$ cat config.mk
export PLATFORM = sky130hd
export DESIGN_NAME = hypot_isqrt
export DESIGN_NICKNAME = d
export VERILOG_FILES = /design/src/rtl/hypot_isqrt.sv
export SDC_FILE = /design/constraint.sdc
export NUM_CORES = 1
export LEC_CHECK = 0
export ABC_AREA = 0
export BUFFER_PORTS_ARGS = -buffer_cell sky130_fd_sc_hd__clkbuf_2
export CAP_MARGIN = 20
export CORE_AREA = 2 2 116 118
export DETAILED_ROUTE_END_ITERATION = 6
export DIE_AREA = 0 0 118 120
export PLACE_DENSITY_LB_ADDON = 0.3
export REMOVE_ABC_BUFFERS = 1
export SLEW_MARGIN = 5
export SYNTH_ARGS = -nofsm -noshare
export SYNTH_HDL_FRONTEND = slang
export SYNTH_SLANG_ARGS = --single-unit
$ cat constraint.sdc
create_clock -name clk -period 5.65 [get_ports clk]
set_input_delay 0.2825 -clock clk [delete_from_list [all_inputs] [get_ports clk]]
set_output_delay 0.2825 -clock clk [all_outputs]
set_load 0.05 [all_outputs]
$ cat src/rtl/hypot_isqrt.sv
// Multi-cycle hypotenuse engine: floor(sqrt(x*x + y*y)) with remainder and exact flag.
// One sum-of-squares cycle, then a restoring digit-by-digit square root, one bit per cycle.
module hypot_isqrt #(
    parameter int unsigned WIDTH = 8
) (
    input  logic             clk,
    input  logic             rst_n,
    input  logic             ena,
    input  logic             start,
    input  logic [WIDTH-1:0] x,
    input  logic [WIDTH-1:0] y,
    output logic             busy,
    output logic             done,
    output logic [WIDTH:0]   root,
    output logic [WIDTH+1:0] rem,
    output logic             exact
);

    localparam int unsigned SW   = 2 * WIDTH + 2;
    localparam int unsigned RW   = WIDTH + 2;
    localparam int unsigned CntW = $clog2(WIDTH + 1);

    typedef enum logic [1:0] {StIdle, StSquare, StRoot} state_e;

    state_e           state_q, state_d;
    logic [WIDTH-1:0] x_q, y_q;
    logic [SW-1:0]    s_q;
    logic [WIDTH:0]   q_q, q_next;
    logic [RW-1:0]    r_q, r_next;
    logic [CntW-1:0]  cnt_q;
    logic [WIDTH+3:0] r_sh, trial;
    logic             ge;
    logic             last;

    assign last = (state_q == StRoot) && (cnt_q == '0);

    always_ff @(posedge clk or negedge rst_n) begin
        if (!rst_n) begin
            state_q <= StIdle;
        end else if (ena) begin
            state_q <= state_d;
        end
    end

    always_comb begin
        state_d = state_q;
        unique case (state_q)
            StIdle:   if (start) state_d = StSquare;
            StSquare: state_d = StRoot;
            StRoot:   if (last) state_d = StIdle;
            default:  state_d = StIdle;
        endcase
    end

    always_comb begin
        busy = (state_q != StIdle);
    end

    // Bring down the next two bits of S and try subtracting 4q+1.
    always_comb begin
        r_sh   = {r_q, s_q[SW-1 -: 2]};
        trial  = {1'b0, q_q, 2'b01};
        ge     = (r_sh >= trial);
        r_next = ge ? RW'(r_sh - trial) : RW'(r_sh);
        q_next = {q_q[WIDTH-1:0], ge};
    end

    always_ff @(posedge clk or negedge rst_n) begin
        if (!rst_n) begin
            x_q   <= '0;
            y_q   <= '0;
            s_q   <= '0;
            q_q   <= '0;
            r_q   <= '0;
            cnt_q <= '0;
            done  <= 1'b0;
            root  <= '0;
            rem   <= '0;
            exact <= 1'b0;
        end else if (ena) begin
            done <= 1'b0;
            unique case (state_q)
                StIdle: begin
                    if (start) begin
                        x_q <= x;
                        y_q <= y;
                    end
                end
                StSquare: begin
                    s_q   <= SW'(x_q) * SW'(x_q) + SW'(y_q) * SW'(y_q);
                    q_q   <= '0;
                    r_q   <= '0;
                    cnt_q <= CntW'(WIDTH);
                end
                StRoot: begin
                    s_q <= s_q << 2;
                    q_q <= q_next;
                    r_q <= r_next;
                    if (cnt_q == '0) begin
                        root  <= q_next;
                        rem   <= r_next;
                        exact <= (r_next == '0);
                        done  <= 1'b1;
                    end else begin
                        cnt_q <= cnt_q - CntW'(1);
                    end
                end
                default: ;
            endcase
        end
    end

endmodule

==> results of run 1 <==
[metrics by stage]
step                      hold WS, ps  setup slack, ps  std cells
after floorplan                 -13.1              282        725
after global placement            462              102        957
after detailed placement          471            -49.1        957
after CTS                         153             14.5        973
after global routing              157            -12.3        986
final                             163              244        986
[how the worst max path moves through the flow]
| stage | from | to | slack (ps) |
|---|---|---|---|
| 6_report | y_q[7]$_DFFE_PN0P_ | s_q[11]$_DFFE_PN0P_ | 240 |
| 5_1_grt | y_q[3]$_DFFE_PN0P_ | s_q[11]$_DFFE_PN0P_ | -10 |
| 4_1_cts | x_q[7]$_DFFE_PN0P_ | s_q[11]$_DFFE_PN0P_ | 10 |
| 3_5_place_dp | x_q[5]$_DFFE_PN0P_ | s_q[11]$_DFFE_PN0P_ | -50 |
| 3_3_place_gp | y_q[3]$_DFFE_PN0P_ | s_q[11]$_DFFE_PN0P_ | 100 |
| 2_1_floorplan | x_q[1]$_DFFE_PN0P_ | s_q[11]$_DFFE_PN0P_ | 280 |
[area by class of cell]
class                   count  area, sq um
multi-input cells         525         4720
well taps                 176          220
clock inverters             3         23.8
clock buffers              13          260
fillers                  1076         4850
repair buffers             69          440
flip-flops and latches     80         2020
inverters                 120          450
[layer usage]
metal  vias up  wire, um  GRT usage, %
met3        20       411          3.18
li1       2539         -             -
met2        81      7290          38.2
met4         0       251          7.68
met5         -         0             0
met1      2591      6940          30.4
[state kept, by name, indices dropped and copies added, names as in the netlist]
signal,count
done,1
rem,10
q_q,9
x_q,8
root,9
y_q,8
cnt_q,4
r_q,10
s_q,18
exact,1
state_q,2
[worst max-delay path: stages, from the launching register on]
cell      delay (ps)
dfrtp_1          440
and2_1           240
fa_1             560
fa_1             440
fa_1             510
fa_1             450
fa_1             550
inv_1             60
fa_1             530
inv_1             40
ha_1             300
a21o_1           170
a21oi_2          130
a21boi_1          90
o21a_1           180
o21ai_1          130
or3b_1           360
a31oi_1          160
[synthesized netlist by cell type, drive strengths merged]
cell type | instances | area, sq um
mux2i | 12 | 120
o31ai | 5 | 42.5
o21bai | 3 | 22.5
dfrtp | 80 | 2000
o31a | 2 | 17.5
o21ai | 63 | 319
nand2b | 3 | 18.8
a21boi | 2 | 15.0
o211ai | 3 | 22.5
or3b | 1 | 8.76
a2111oi | 1 | 8.76
a21o | 11 | 85.1
xnor2 | 16 | 140
o22ai | 1 | 6.26
or2 | 1 | 6.26
a211oi | 1 | 7.51
inv | 120 | 450
nand2 | 87 | 327
nor4 | 3 | 18.8
ha | 74 | 926
clkbuf | 23 | 86.3
nor2 | 21 | 78.8
a31oi | 6 | 37.5
o41a | 1 | 11.3
nand4b | 1 | 8.76
buf | 2 | 7.51
nand4 | 2 | 12.5
nor3 | 2 | 10.0
nor3b | 1 | 7.51
fa | 76 | 1520
and2 | 34 | 213
a22o | 1 | 8.76
xor2 | 8 | 70.1
nand3 | 19 | 95.1
mux2 | 18 | 203
nor2b | 7 | 43.8
and3 | 4 | 25.0
o21a | 7 | 52.6
or4b | 1 | 10.0
a21oi | 27 | 139
[timing repair]
item	CTS	global route
hold buffers	0	1
endpoints found under the setup margin	1	7
resized for setup	4	28
setup buffers	0	10
pin swaps	0	11
hold endpoints to repair	0	13
[cells by family after synthesis]
family	after synthesis	share of synthesized area (%)
xor+xnor	24	2.92
simple gates	187	12.3
fa+ha+maj	150	34.0
buf+inv	145	7.55
compound gates	134	11.0
flops	80	27.8
mux	30	4.48
==> summary.txt, run 1 <==
Run status
  • Status: complete, no violations

Die
  • Initial Utilization: 55.5%
  • Core ar.: 13000 sq um
  • DIE WIDTH: 118 um
  • Die height: 120 um
  • Placement row count: 42
  • Die ar.: 14200 sq um
  • # IOs: 42

Hold path
  • Worst Hold Class: input pin to flip-flop
  • HP Start: y[3]
  • Hold Crit Depth: 2
  • Min-Delay Endpoint: y_q[3]$_DFFE_PN0P_

Flow run
  • Max-Cap Viols: 0

Timing
  • Fin crit share: 95.7%
  • Final hold viol count: 0
  • Clock skew: 5.51 ps
  • Final setup TNS: 0 ps
  • Post-layout min period: 5410 ps
  • Relative slew slack: 31.4%
  • Final setup fails: 0
  • Max Slew Vio Count: 0
  • FMAX: 0.185 GHz
  • Worst slew pin tran: 1030 ps

Drt
  • Starting DRC count in detailed routing: 314
  • Routed Antenna Nets: 0
  • 1st-pass router iterations: 5
  • Routed Wire Length: 14.9 mm
  • Vias per cell: 5.31
  • DRC Markers: 0
  • Routed WL per cell: 15.1 um
  • Routed via count: 5231

Cells and area
  • Share of layout cells above drive strength 1: 16.3%
  • Nets@finish: 975
  • Most common cell after layout, fill and taps aside: inv_1
  • Commonest non-fill, non-tap cells in the layout: inv_1 (119), nand2_1 (82), fa_1 (75)
  • Final Util: 62.6%
  • Post-Layout Inst Area: 8130 sq um
  • Number of diodes: 0
  • Synthesis-to-layout area growth: 12.8%

Clock tree
  • Clk root buf: clkbuf_16
  • TritonCTS clock tree: yes
  • Number of CTS-inserted buffers: 9
  • Sink Count: 80
  • Max clock buf depth: 2
  • H-Tree Depth: 3
  • Clk pin slew, worst setup/hold paths: 70 ps
  • Clk Latency, worst-skew pair: 350 ps

Global route
  • First-pass GRT wire length: 25.7 mm
  • GRT Total Usage: 22.7%
  • Initial antenna violation count: 0
  • Total gr overflow: 0
  • Largest net degree at the start of global routing: 81
  • Vias in the first global route: 5469

Worst setup path
  • Req. time, crit path: 5920 ps
  • Reg2Reg Depth: 17
  • Critical path type: flip-flop to flip-flop
  • Reg2reg end: s_q[11]$_DFFE_PN0P_
  • Worst Setup End Kind: flip-flop
  • CP arrival: 5670 ps
  • R2R Setup Slk: 240 ps
  • CP Launch Type: flip-flop
  • CP Max Fanout: 5
  • RR Startpoint: y_q[7]$_DFFE_PN0P_

Synthesis
  • Number of synthesized register bits: 80
  • Syn_area_per_cell: 9.61 sq um
  • Yosys warnings: 0
  • Yosys cell types: 44
  • Sequential area share after synthesis: 27.8%
  • Syn Inst Count: 750
  • Synthesized area: 7210 sq um

Placement
  • I/O Buffers: 41
  • HPWL after DPL: 11.5 mm
  • Routability congestion estimate: 0.875
  • Placed cell area: 7650 sq um
Power of run 1 is left out: the tool's default activity adds up to more than one toggle a clock period on the data nets, which glitch-free logic cannot reach.
==> run 2: changes to the inputs <==
--- a/config.mk
+++ b/config.mk
@@ -8,9 +8,9 @@
 export ABC_AREA = 0
 export BUFFER_PORTS_ARGS = -buffer_cell sky130_fd_sc_hd__clkbuf_2
 export CAP_MARGIN = 20
-export CORE_AREA = 2 2 116 118
+export CORE_AREA = 2 2 138 140
 export DETAILED_ROUTE_END_ITERATION = 6
-export DIE_AREA = 0 0 118 120
+export DIE_AREA = 0 0 140 142
 export PLACE_DENSITY_LB_ADDON = 0.3
 export REMOVE_ABC_BUFFERS = 1
 export SLEW_MARGIN = 5
==> run 2 against run 1 <==
  * The flow now finishes with violations (DRC)
  * Die area grew 40%
  * Sequential cell count is the same
  * Fmax shrank 0.22%
  * Worst hold slack lost 0.72 ps
  * Via count shrank 2.9%
  * Clock skew grew 5.1 ps
  * Non-clock buffer count grew 3
  * Register-to-register slack is essentially flat
  * Sequential share of layout area shrank 0.44 points
==> summary.txt, run 2 (synthesis gave the netlist of run 1 again) <==
Hold path
  • Worst Hold Class: input pin to flip-flop
  • Min-Delay Endpoint: y_q[5]$_DFFE_PN0P_
  • HP Start: y[5]
  • Hold Crit Depth: 2

Flow run
  • Max-Cap Viols: 0

Die
  • Die height: 142 um
  • Core ar.: 18500 sq um
  • Die ar.: 19900 sq um
  • Initial Utilization: 39.0%
  • Placement row count: 50
  • DIE WIDTH: 140 um
  • # IOs: 42

Global route
  • Largest net degree at the start of global routing: 47
  • Vias in the first global route: 5361
  • First-pass GRT wire length: 26.0 mm
  • Total gr overflow: 0
  • Busiest grt layer: met2
  • Met3 usage: 1.95%
  • GRT Total Usage: 16.2%
  • Met1 usage: 23.2%
  • Routing usage on met2: 26.4%
  • Initial antenna violation count: 0

Timing
  • FMAX: 0.185 GHz
  • RSZ-0062 raised after global routing: false
  • Worst slew pin tran: 1080 ps
  • Post-layout min period: 5420 ps
  • Clock skew: 10.6 ps
  • Final hold viol count: 0
  • Max Slew Vio Count: 0
  • Relative slew slack: 28.0%
  • Final setup fails: 0
  • Final setup TNS: 0 ps
  • Fin crit share: 95.9%

Drt
  • 1st-pass router iterations: 7
  • Routed WL per cell: 14.2 um
  • Routed via count: 5080
  • Routed Wire Length: 14.9 mm
  • DRC Markers: 3
  • Starting DRC count in detailed routing: 213
  • Vias per cell: 4.85
  • Routed Antenna Nets: 0

Cells and area
  • Reg with most FFs: s_q
  • Nets@finish: 978
  • Top flop regs: s_q (18), r_q (10), rem (10)
  • Most common cell after layout, fill and taps aside: inv_1
  • Largest register FFs: 18
  • Commonest non-fill, non-tap cells in the layout: inv_1 (120), nand2_1 (84), fa_1 (76)
  • Share of layout cells above drive strength 1: 17.1%
  • Number of diodes: 0
  • Final Util: 44.9%
  • Synthesis-to-layout area growth: 15.0%

Run status
  • Failing checks: DRC
  • Status: finished, violations left

Clock tree
  • Clk Latency, worst-skew pair: 350 ps
  • Clk root buf: clkbuf_16
  • Max clock buf depth: 2
  • TritonCTS clock tree: yes
  • Sink Count: 80
  • H-Tree Depth: 3
  • Number of CTS-inserted buffers: 9
  • Clk pin slew, worst setup/hold paths: 70 ps

Worst setup path
  • RR Startpoint: y_q[6]$_DFFE_PN0P_
  • CP Max Fanout: 5
  • CP Launch Type: flip-flop
  • CP arrival: 5680 ps
  • Critical path type: flip-flop to flip-flop
  • R2R Setup Slk: 230 ps
  • Reg2Reg Depth: 17
  • Req. time, crit path: 5910 ps
  • Reg2reg end: s_q[11]$_DFFE_PN0P_
  • Worst Setup End Kind: flip-flop

Placement
  • Routability congestion estimate: 0.850
  • I/O Buffers: 41
  • HPWL after DPL: 11.6 mm
run 2: cell types whose count changed in the layout (fill, tap and decap cells not counted), sizes merged:
cell / change
buf: +5
clkbuf: -6
clkinvlp: -2
clkinv: +1
inv: +2
dlymetal6s2s: +1
bufinv: +2
run 2: worst max-delay path, stage by stage, from the launching register on:
cell      delay, ps
dfrtp_1         450
nand2_1         100
fa_1            510
inv_1            70
fa_1            510
fa_1            530
fa_1            520
fa_1            540
inv_1            50
fa_1            530
inv_1            40
ha_1            330
buf_4           170
a21boi_2        160
o21a_1          180
o21ai_1         100
or3b_1          340
a31oi_1         180
run 2: per-layer routing:
layer  up-vias  part of all wire, %
li1       2547                    -
met1      2459                   50
met2        59                   47
met3        15                  2.2
met4         0                  1.4
met5         -                    0
run 2: metrics by stage:
stage / hold slack [ps] / std cells / setup WS [ps] / cell area, sq um
after CTS: 157 / 1038 / 14.5 / 8120
final: 162 / 1047 / 232 / 8280
after floorplan: -13.1 / 725 / 282 / 7110
after global placement: 267 / 1020 / 122 / 7760
after detailed placement: 267 / 1021 / 59.9 / 7780
after global routing: 164 / 1047 / 4.13 / 8280
run 2: what timing repair did:
action | in CTS | in global routing
setup buffers | 0 | 9
hold buffers | 1 | 0
setup endpoints to repair | 0 | 7
hold endpoints to repair | 34 | 0
resized for setup | 0 | 35
run 2: area by class of cell:
class	instances	area (sq um)
Clock buffer	10	239
Sequential cell	80	2020
Inverter	120	450
Multi-Input combinational cell	525	4730
Clock inverter	6	97.6
Fill cell	1788	10200
Tap cell	234	293
Timing Repair Buffer	72	455
run 2: worst max-delay path by stage:
stage	endpoint	from	slack, ps	depth (start not counted)
after floorplan	s_q[11]$_DFFE_PN0P_	x_q[1]$_DFFE_PN0P_	280	18
after global placement	s_q[11]$_DFFE_PN0P_	y_q[3]$_DFFE_PN0P_	120	17
after detailed placement	s_q[11]$_DFFE_PN0P_	x_q[5]$_DFFE_PN0P_	60	18
after CTS	s_q[11]$_DFFE_PN0P_	y_q[3]$_DFFE_PN0P_	10	17
after global routing	s_q[11]$_DFFE_PN0P_	y_q[3]$_DFFE_PN0P_	4	17
final	s_q[11]$_DFFE_PN0P_	y_q[6]$_DFFE_PN0P_	230	17
Power of run 2 is left out for the same reason.
==> run 3: changes to the inputs <==
--- a/config.mk
+++ b/config.mk
@@ -11,7 +11,6 @@
 export CORE_AREA = 2 2 138 140
 export DETAILED_ROUTE_END_ITERATION = 6
 export DIE_AREA = 0 0 140 142
-export PLACE_DENSITY_LB_ADDON = 0.3
 export REMOVE_ABC_BUFFERS = 1
 export SLEW_MARGIN = 5
 export SYNTH_ARGS = -nofsm -noshare
==> run 3 against run 2 <==
  * The run still ends with DRC left
  * Design area is 0.59% lower
  * Worst setup slack got worse by 24 ps
  * Via count about the same
  * Critical endpoint unchanged
==> summary.txt, run 3 (synthesis gave the netlist of run 1 again) <==
Worst setup path
  • Critical path type: flip-flop to flip-flop
  • Reg2reg end: s_q[11]$_DFFE_PN0P_
  • WP buf/inv: 7
  • Worst path slowest cell: fa_1
  • CP arrival: 5710 ps
  • R2R Setup Slk: 210 ps
  • CP Max Fanout: 6
  • Worst path cell trace: buf_4 -> buf_4 -> and2_1 -> ha_1 -> fa_1 -> inv_1 -> fa_1 -> inv_1 -> fa_1 -> fa_1 -> inv_1 -> fa_1 -> inv_1 -> ha_1 -> buf_4 -> a21boi_2 -> o21a_1 -> o21ai_0 -> or3b_1 -> a31oi_1
  • Worst Setup End Kind: flip-flop
  • CP most frequent cell: fa_1
  • CP max stage delay: 540 ps
  • Critical path's top delay family: adder cells
  • Req. time, crit path: 5920 ps
  • RR Startpoint: x_q[6]$_DFFE_PN0P_
  • Reg2Reg Depth: 20
  • CP Launch Type: flip-flop

Global route
  • Largest net degree at the start of global routing: 81
  • Total gr overflow: 0
  • First-pass GRT wire length: 25.5 mm
  • Initial antenna violation count: 0
  • Vias in the first global route: 5219
  • GRT Total Usage: 16.1%

Clock tree
  • TritonCTS clock tree: yes
  • Sink Count: 80
  • H-Tree Depth: 3
  • Number of CTS-inserted buffers: 9
  • Clk root buf: clkbuf_16
  • Clk Latency, worst-skew pair: 350 ps
  • Max clock buf depth: 2
  • Clk pin slew, worst setup/hold paths: 70 ps

Cells and area
  • Most common cell after layout, fill and taps aside: inv_1
  • Number of diodes: 0
  • Fin cells: 1043
  • Area taken by multi-input logic gates: 4730 sq um
  • Largest register FFs: 18
  • Fillers: 1786
  • Nets@finish: 974
  • Synthesis-to-layout area growth: 14.3%
  • Commonest non-fill, non-tap cells in the layout: inv_1 (120), nand2_1 (87), fa_1 (75)
  • Share of layout cells above drive strength 1: 15.5%
  • Top flop regs: s_q (18), r_q (10), rem (10)
  • Register area: 2010 sq um
  • Reg with most FFs: s_q

Placement
  • Routability congestion estimate: 0.881
  • Placed Instances: 1019
  • I/O Buffers: 41
  • HPWL after DPL: 11.7 mm

Hold path
  • Worst Hold Class: input pin to flip-flop
  • HP Start: x[4]
  • Hold Crit Depth: 2
  • Min-Delay Endpoint: x_q[4]$_DFFE_PN0P_

Drt
  • Routed WL per cell: 14.3 um
  • Vias per cell: 4.87
  • DRC Markers: 2
  • Routed Antenna Nets: 0
  • Starting DRC count in detailed routing: 228
  • Routed Wire Length: 14.9 mm
  • Routed via count: 5076
  • 1st-pass router iterations: 7

Die
  • Placement row count: 50
  • Initial Utilization: 39.0%
  • DIE WIDTH: 140 um
  • Core ar.: 18500 sq um
  • Die ar.: 19900 sq um
  • Die height: 142 um
  • # IOs: 42

Timing
  • FMAX: 0.184 GHz
  • Post-layout min period: 5440 ps
  • Relative slew slack: 29.3%
  • Clock skew: 6.05 ps
  • Final setup fails: 0
  • Fin crit share: 96.3%
  • Max Slew Vio Count: 0
  • Worst slew pin tran: 1060 ps
  • RSZ-0062 raised after global routing: true
  • Final hold viol count: 0

Run status
  • Failing checks: DRC
  • Status: finished, violations left

Flow run
  • Max-Cap Viols: 0
## run 3: cell count changes in the layout (fill, tap and decap cells not counted), moves of 2 or more
cell     change
and2_4       -2
nand2_1      +3
dfrtp_2      -7
buf_4        -4
nand2_2      -3
dfrtp_1      +7
## run 3: what timing repair did
item / CTS / global route
endpoints found under the hold margin: 0 / 19
hold buffers: 0 / 1
endpoints found under the setup margin: 0 / 7
setup buffers: 0 / 5
resized for setup: 0 / 23
## run 3: layer usage
metal	part of all wire (%)	GRT usage (%)
met4	1.4	3.99
met5	0	0
met2	47	26.8
met3	2.3	2.56
met1	49	22.3
## run 3: metrics by stage
step | util, % | TNS, ps | hold WS (ps) | worst slack [ps] | cell area [sq um]
after CTS | 43.7 | 0 | 156 | 3.35 | 8070
after floorplan | - | 0 | -13.1 | 282 | 7110
after global placement | 42.0 | 0 | 460 | 62.6 | 7750
after global routing | 44.6 | -218 | 157 | -66.4 | 8230
after detailed placement | 42.0 | 0 | 470 | 6.95 | 7750
final | 44.6 | 0 | 161 | 208 | 8230
## run 3: worst register-to-register path: cells and delay by family, from the launching register on
kind | cells | cell delay, ps
simple gates | 2 | 490
compound gates | 4 | 620
buf+inv | 7 | 660
fa+ha+maj | 7 | 3170
flops | 1 | 420
## run 3: cell type report
class	count	area share [%]
Multi-Input combinational cell	525	57.4
Sequential cell	80	24.4
Inverter	120	5.47
Timing Repair Buffer	68	5.35
Tap cell	234	3.56
Clock buffer	10	2.90
Clock inverter	6	0.912
## run 3: worst max-delay path by stage
| stage | cells after the start | endpoint | start |
|---|---|---|---|
| floorplan | 18 | s_q[11]$_DFFE_PN0P_ | x_q[1]$_DFFE_PN0P_ |
| global placement | 17 | s_q[11]$_DFFE_PN0P_ | y_q[3]$_DFFE_PN0P_ |
| detailed placement | 17 | s_q[11]$_DFFE_PN0P_ | y_q[3]$_DFFE_PN0P_ |
| CTS | 17 | s_q[11]$_DFFE_PN0P_ | y_q[3]$_DFFE_PN0P_ |
| global route | 20 | s_q[11]$_DFFE_PN0P_ | x_q[6]$_DFFE_PN0P_ |
| finish | 20 | s_q[11]$_DFFE_PN0P_ | x_q[6]$_DFFE_PN0P_ |
Power of run 3 is left out for the same reason.
